$ cat src/rtl/whack_game_ctrl.sv
`default_nettype none
// ============================================================================
// Module   : whack_game_ctrl
// Purpose  : Round sequencer for a whack-a-mole game. Runs the IDLE/RUN/OVER
//            state machine, owns the per-second round countdown, moves the lit
//            mole using an 8-bit LFSR, detects button hits and misses, and
//            keeps a saturating score.
// Ports    : clk        - system clock
//            reset      - synchronous, active-high reset
//            start      - start request, level or pulse
//            btn[3:0]   - debounced, synchronised player buttons
//            mole[3:0]  - one-hot lit mole, zero outside RUN
//            time_left  - seconds remaining in the round
//            score      - current score, saturating 0..255
//            playing    - high while in RUN
//            game_over  - high while in OVER
// Revision : 1.0 - initial release
// ============================================================================
module whack_game_ctrl #(
    parameter int unsigned TICK_DIV  = 100_000_000,
    parameter int unsigned MOLE_DIV  = 75_000_000,
    parameter int unsigned ROUND_SEC = 20,
    parameter logic [7:0]  LFSR_SEED = 8'hA5
) (
    input  logic       clk,
    input  logic       reset,
    input  logic       start,
    input  logic [3:0] btn,
    output logic [3:0] mole,
    output logic [7:0] time_left,
    output logic [7:0] score,
    output logic       playing,
    output logic       game_over
);

    // Counter widths are guarded so a divider of 1 still yields a 1-bit counter.
    localparam int unsigned c_sec_w  = (TICK_DIV > 1) ? $clog2(TICK_DIV) : 1;
    localparam int unsigned c_mole_w = (MOLE_DIV > 1) ? $clog2(MOLE_DIV) : 1;

    localparam logic [c_sec_w-1:0]  c_sec_last  = c_sec_w'(TICK_DIV - 1);
    localparam logic [c_mole_w-1:0] c_mole_last = c_mole_w'(MOLE_DIV - 1);
    localparam logic [7:0]          c_round     = 8'(ROUND_SEC);

    typedef enum logic [1:0] {
        S_IDLE = 2'd0,
        S_RUN  = 2'd1,
        S_OVER = 2'd2
    } state_t;

    state_t               r_state;
    state_t               w_state_next;

    logic [7:0]           r_lfsr;
    logic [3:0]           r_btn_q;
    logic [c_sec_w-1:0]   r_sec_cnt;
    logic [c_mole_w-1:0]  r_mole_cnt;
    logic [3:0]           r_mole;
    logic [1:0]           r_mole_idx;
    logic [7:0]           r_time_left;
    logic [7:0]           r_score;
    logic                 r_playing;
    logic                 r_game_over;

    logic [7:0]           w_lfsr_next;
    logic [c_sec_w-1:0]   w_sec_cnt_next;
    logic [c_mole_w-1:0]  w_mole_cnt_next;
    logic [3:0]           w_mole_next;
    logic [1:0]           w_mole_idx_next;
    logic [7:0]           w_time_left_next;
    logic [7:0]           w_score_next;

    logic [3:0]           w_rise;
    logic                 w_run;
    logic                 w_start_load;
    logic                 w_hit;
    logic                 w_miss;
    logic                 w_sec_tick;
    logic                 w_last_tick;
    logic                 w_mole_wrap;
    logic [1:0]           w_pick_raw;
    logic [1:0]           w_pick_idx;

    // Fibonacci LFSR, taps 8,6,5,4 (bits 7,5,4,3), shifting toward the MSB.
    assign w_lfsr_next = {r_lfsr[6:0], r_lfsr[7] ^ r_lfsr[5] ^ r_lfsr[4] ^ r_lfsr[3]};

    assign w_rise       = btn & ~r_btn_q;
    assign w_run        = (r_state == S_RUN);
    assign w_start_load = start && ((r_state == S_IDLE) || (r_state == S_OVER));

    // A hit wins over any simultaneous wrong-button rise.
    assign w_hit  = w_run && (|(w_rise & r_mole));
    assign w_miss = w_run && (|w_rise) && !w_hit;

    assign w_sec_tick  = w_run && (r_sec_cnt == c_sec_last);
    assign w_last_tick = w_sec_tick && (r_time_left <= 8'd1);
    assign w_mole_wrap = w_run && (r_mole_cnt == c_mole_last);

    // Step past the current mole so the same one is never chosen twice in a
    // row. When nothing is lit (first pick of a round) the raw index is used.
    assign w_pick_raw = r_lfsr[1:0];
    assign w_pick_idx = ((r_mole != 4'd0) && (w_pick_raw == r_mole_idx)) ?
                        (w_pick_raw + 2'd1) : w_pick_raw;

    // ------------------------------------------------------------------------
    // State machine: next-state logic
    // ------------------------------------------------------------------------
    always_comb begin
        w_state_next = r_state;
        case (r_state)
            S_IDLE:  if (start)       w_state_next = S_RUN;
            S_RUN:   if (w_last_tick) w_state_next = S_OVER;
            S_OVER:  if (start)       w_state_next = S_RUN;
            default:                  w_state_next = S_IDLE;
        endcase
    end

    // ------------------------------------------------------------------------
    // Datapath: countdown, mole selection and score
    // ------------------------------------------------------------------------
    always_comb begin
        w_sec_cnt_next   = r_sec_cnt;
        w_mole_cnt_next  = r_mole_cnt;
        w_mole_next      = r_mole;
        w_mole_idx_next  = r_mole_idx;
        w_time_left_next = r_time_left;
        w_score_next     = r_score;

        if (w_start_load) begin
            w_sec_cnt_next   = '0;
            w_mole_cnt_next  = '0;
            w_time_left_next = c_round;
            w_score_next     = 8'd0;
            w_mole_idx_next  = w_pick_idx;
            w_mole_next      = 4'b0001 << w_pick_idx;
        end else if (w_run) begin
            if (w_hit && (r_score != 8'hFF)) begin
                w_score_next = r_score + 8'd1;
            end else if (w_miss && (r_score != 8'd0)) begin
                w_score_next = r_score - 8'd1;
            end

            w_sec_cnt_next = w_sec_tick ? '0 : (r_sec_cnt + 1'b1);

            if (w_sec_tick && (r_time_left != 8'd0)) begin
                w_time_left_next = r_time_left - 8'd1;
            end

            // Leaving RUN blanks the mole; otherwise a hit and a wrap landing
            // on the same edge still produce exactly one new mole.
            if (w_last_tick) begin
                w_mole_next = 4'd0;
            end else if (w_hit || w_mole_wrap) begin
                w_mole_idx_next = w_pick_idx;
                w_mole_next     = 4'b0001 << w_pick_idx;
            end

            w_mole_cnt_next = (w_hit || w_mole_wrap) ? '0 : (r_mole_cnt + 1'b1);
        end else if (r_state == S_OVER) begin
            w_mole_next = 4'd0;
        end
    end

    // ------------------------------------------------------------------------
    // Registers
    // ------------------------------------------------------------------------
    always_ff @(posedge clk) begin
        if (reset) begin
            r_state     <= S_IDLE;
            r_lfsr      <= LFSR_SEED;
            r_btn_q     <= 4'd0;
            r_sec_cnt   <= '0;
            r_mole_cnt  <= '0;
            r_mole      <= 4'd0;
            r_mole_idx  <= 2'd0;
            r_time_left <= c_round;
            r_score     <= 8'd0;
            r_playing   <= 1'b0;
            r_game_over <= 1'b0;
        end else begin
            r_state     <= w_state_next;
            r_lfsr      <= w_lfsr_next;
            r_btn_q     <= btn;
            r_sec_cnt   <= w_sec_cnt_next;
            r_mole_cnt  <= w_mole_cnt_next;
            r_mole      <= w_mole_next;
            r_mole_idx  <= w_mole_idx_next;
            r_time_left <= w_time_left_next;
            r_score     <= w_score_next;
            r_playing   <= (w_state_next == S_RUN);
            r_game_over <= (w_state_next == S_OVER);
        end
    end

    assign mole      = r_mole;
    assign time_left = r_time_left;
    assign score     = r_score;
    assign playing   = r_playing;
    assign game_over = r_game_over;

endmodule
`default_nettype wire

$ cat config.mk
export PLATFORM = sky130hd
export DESIGN_NAME = whack_game_ctrl
export DESIGN_NICKNAME = d
export VERILOG_FILES = /design/src/rtl/whack_game_ctrl.sv
export SDC_FILE = /design/constraint.sdc
export NUM_CORES = 1
export LEC_CHECK = 0
export ABC_AREA = 1
export ABC_CLOCK_PERIOD_IN_PS = 2300
export CAP_MARGIN = 20
export CORE_MARGIN = 8
export CORE_UTILIZATION = 35
export CTS_CLUSTER_DIAMETER = 30
export DETAILED_ROUTE_END_ITERATION = 10
export PLACE_DENSITY_LB_ADDON = 0.1
export RECOVER_POWER = 25
export SYNTH_ARGS = -nofsm -noshare
export SYNTH_HDL_FRONTEND = slang
export SYNTH_SLANG_ARGS = --single-unit
$ cat constraint.sdc
create_clock -name clk -period 2.3 [get_ports clk]
set_clock_uncertainty 0.05 [all_clocks]
set_input_delay 0.69 -clock clk [delete_from_list [all_inputs] [get_ports clk]]
set_output_delay 0.69 -clock clk [all_outputs]
set_load 0.01 [all_outputs]
==> run summary, run 1 <==
CLOCKING
------------------------------------------------------------------------------------------
Clock tree buffer depth .....................................................            2
Clock root buffer master ....................................................    clkbuf_16
Maximum level of the CTS H-tree .............................................            3
CTS tree ....................................................................          yes
Clock latency of the later-clocked register in the worst-skew pair ..........      0.34 ns
Clock edge transition at the registers on the reported setup and hold paths .      0.07 ns
TritonCTS Buffers ...........................................................            9
Number of clock sinks seen by CTS ...........................................           92

HOLD PATH
------------------------------------------------------------------------------------------
Capture endpoint of the worst hold path .....................................    r_lfsr[3]
Launch point of the worst hold path .........................................    r_lfsr[2]
Worst hold path depth .......................................................            2
Worst hold path class .......................................................      reg2reg

YOSYS
------------------------------------------------------------------------------------------
Proportion of synthesized chip area in sequential cells .....................       35.87%
Count of mapped cells out of synthesis ......................................          745
Asr flop ratio synth ........................................................           0%
Post-synth top area share ...................................................       35.87%
Most frequently used flop master after synthesis ............................      dfxtp_1
Post-synthesis cell area ....................................................     5135 um2
Yosys reg bits ..............................................................           92
Top cells by area in the synthesized netlist ................................ dfxtp_1, nand2_1, nor2_1, inv_1, nand3_1
Largest area contributor in the netlist .....................................      dfxtp_1
Post-synth EDFFs ............................................................            0
Average cell area after synthesis ...........................................    6.893 um2
Distinct cells, synth .......................................................           47
Post-synth net total ........................................................          763
Number of warning messages in the yosys log .................................            0

STA
------------------------------------------------------------------------------------------
Final period utilization ....................................................       95.98%
Finish-stage setup viols ....................................................            0
Setup WS post-layout ........................................................   0.09235 ns
Minimum hold slack ..........................................................    0.3564 ns
Highest clock rate ..........................................................   0.4530 GHz
Sum of negative setup slack .................................................         0 ns
Final Hold Vio Count ........................................................            0
Minimum clock period after layout ...........................................     2.208 ns
Setup repair after global routing missed its margin .........................           no
Pins Over Slew Limit ........................................................            0
Pin slew with the least headroom to its limit ...............................    0.7280 ns
Normalized max-slew margin ..................................................       51.46%

WORST SETUP PATH
------------------------------------------------------------------------------------------
Worst Path Required .........................................................      1.56 ns
CP Launch Type ..............................................................         flop
Delay of the slowest critical-path stage ....................................      0.61 ns
Crit-path slowest cell ...................................................... clkdlybuf4s50_1
Critical register-to-register path endpoint .................................     score[5]
Critical-path cell list ..................................................... clkdlybuf4s50_1
Register-to-register setup slack ............................................      0.19 ns
Worst path buffer plus inverter count .......................................            1
Cell family with the largest share of critical-path delay ................... buffers and inverters
Maximum fanout along the worst path .........................................            6
CP endpoint kind ............................................................ primary output
CP Data Arrival Time ........................................................      1.47 ns
Worst r2r src ...............................................................     score[7]
R2R cell count ..............................................................           11
Worst Setup Path Type .......................................................      reg2out

DRT
------------------------------------------------------------------------------------------
Drt first pass iters ........................................................            6
Vias per inst ...............................................................        4.766
Total wirelength of the detailed-routed design ..............................     12.46 mm
Antenna-violating nets left .................................................            0
Vias ........................................................................         4795
Average wire per cell in the routed design ..................................     12.38 um
# DRC .......................................................................            0
Number of violations reported at the end of detailed-routing iteration 0 ....          198

LAYOUT
------------------------------------------------------------------------------------------
Synth-to-layout area growth .................................................       22.81%
Final std cell area, no fill ................................................     6306 um2
Core utilization of the finished layout .....................................       43.72%
Number of nets at the end of the flow .......................................          835
Non-Filler Instances ........................................................         1006
Antenna diode count .........................................................            0
Filler cell count ...........................................................         1508
Proportion of layout cells with a drive suffix above 1 ......................       15.33%
Leading cell type in the layout, fill and taps excluded .....................      nand2_1
Most frequent cells in the layout ........................................... nand2_1, nor2_1, inv_1

PLACEMENT
------------------------------------------------------------------------------------------
Dpl cell area ...............................................................     5896 um2
Cell count after placement ..................................................          984
Buffers added on ports ......................................................           28
Placement-stage worst setup slack ...........................................   -0.7060 ns
Sum of net half-perimeters after detailed placement .........................     9.441 mm
Global placement routability congestion .....................................       0.8190

GRT
------------------------------------------------------------------------------------------
GRT Total Usage .............................................................       13.88%
Number of antenna violations at the first check in global routing ...........            0
GR Overflow Total ...........................................................            0
First-pass GRT wire length ..................................................     21.24 mm
Number of global-route vias before repair ...................................         4548
Largest net degree at the start of global routing ...........................           18

PWR
------------------------------------------------------------------------------------------
Peak supply drop ............................................................     390.6 uV
Power density cells ......................................................... 618.0 nW/um2
Power consumption ...........................................................     3.897 mW
Standby leakage power .......................................................     2.575 nW

FLOORPLANNING
------------------------------------------------------------------------------------------
DIE AREA ....................................................................    18800 um2
Initial standard-cell utilization of the core ...............................       35.60%
Die Height ..................................................................     137.1 um
Chip Width ..................................................................     137.1 um
Row count ...................................................................           44
Core ar. ....................................................................    14420 um2
Number of primary I/O pins ..................................................           29

FLOW RUN
------------------------------------------------------------------------------------------
Max-capacitance violation count .............................................            0

OUTCOME
------------------------------------------------------------------------------------------
Status ......................................................................    completed

-- cell usage after synthesis (2+ instances only) --
| cell | count |
|---|---|
| a211oi_1 | 2 |
| a21o_1 | 2 |
| a21oi_1 | 36 |
| a31oi_1 | 4 |
| buf_2 | 2 |
| buf_4 | 2 |
| buf_6 | 3 |
| clkbuf_1 | 3 |
| dfxtp_1 | 92 |
| ha_1 | 10 |
| inv_1 | 101 |
| inv_2 | 4 |
| nand2_1 | 162 |
| nand2_2 | 7 |
| nand2_4 | 3 |
| nand3_1 | 51 |
| nand3_2 | 4 |
| nand3_4 | 2 |
| nand4_1 | 17 |
| nand4_2 | 2 |
| nor2_1 | 127 |
| nor2_2 | 8 |
| nor2_4 | 9 |
| nor3_1 | 17 |
| nor3_2 | 3 |
| nor3b_1 | 2 |
| nor4_1 | 5 |
| o21ai_0 | 16 |
| o21ai_1 | 4 |
| or2_2 | 3 |
| xnor2_1 | 11 |
| xor2_1 | 16 |
-- repair_timing --
| item | in CTS | in global routing |
|---|---|---|
| hold endpoints to repair | 0 | 0 |
| gates cloned | 1 | 0 |
| pin swaps | 10 | 11 |
| resized for setup | 13 | 20 |
| endpoints found under the setup margin | 5 | 4 |
| hold buffers | 0 | 0 |
| buffers inserted | 5 | 0 |
-- how the worst max path moves through the flow --
stage          cells past startpoint      from  slack [ns]        to
2_1_floorplan                     16    btn[0]        0.01  score[7]
3_3_place_gp                      16    btn[0]       -0.60  score[7]
4_1_cts                           17    btn[1]        0.04  score[7]
6_report                           1  score[1]        0.09  score[1]
5_1_grt                            1  score[1]        0.01  score[1]
3_5_place_dp                      16    btn[1]       -0.71  score[7]
-- flip-flops by register name, indices dropped and copies added, names as in the netlist, 2 cells and up --
name        count
mole            4
r_btn_q         4
r_lfsr          8
r_mole_cnt     27
r_mole_idx      2
r_sec_cnt      27
r_state         2
score           8
time_left       8
-- power by group --
part | switching (mW) | leakage (nW) | total, mW | internal (mW)
combinational | 0.373 | 1.68 | 0.683 | 0.310
sequential | 0.0388 | 0.747 | 1.68 | 1.64
clock | 0.657 | 0.146 | 1.53 | 0.878
-- cells by family after synthesis --
| group | Yosys count | share of synthesized area (%) |
|---|---|---|
| buffers and inverters | 116 | 9.162 |
| and+or+nand+nor | 429 | 40.01 |
| AOI/OAI and AO/OA | 70 | 7.529 |
| DFF | 92 | 35.87 |
| xor gates and xnor gates | 27 | 4.605 |
| adders and majority gates | 11 | 2.827 |
-- layer usage --
metal	global-route usage, %	routed length (um)
met3	3.488	551
met2	21.88	5657
met5	0	0
met1	17.96	6087
met4	4.888	160
-- area by class of cell --
cell class,instances,area (um2),area share (%)
clock buffer,11,242.7,3.849
multi-input combinational,538,2958,46.90
timing repair buffer,70,573.1,9.087
inverter,106,400.4,6.349
clock inverter,5,60.06,0.9524
sequential,92,1842,29.21
tap,184,230.2,3.651
(Power assumes the default switching activity.)
==> run 2, diff against run 1 <==
--- a/config.mk
+++ b/config.mk
@@ -12,6 +12,7 @@
 export CORE_UTILIZATION = 35
 export CTS_CLUSTER_DIAMETER = 30
 export DETAILED_ROUTE_END_ITERATION = 10
+export GPL_ROUTABILITY_DRIVEN = 0
 export PLACE_DENSITY_LB_ADDON = 0.1
 export RECOVER_POWER = 25
 export SYNTH_ARGS = -nofsm -noshare
==> results of run 2 <==
Final layout, timing and power as in run 1 (identical DEF).
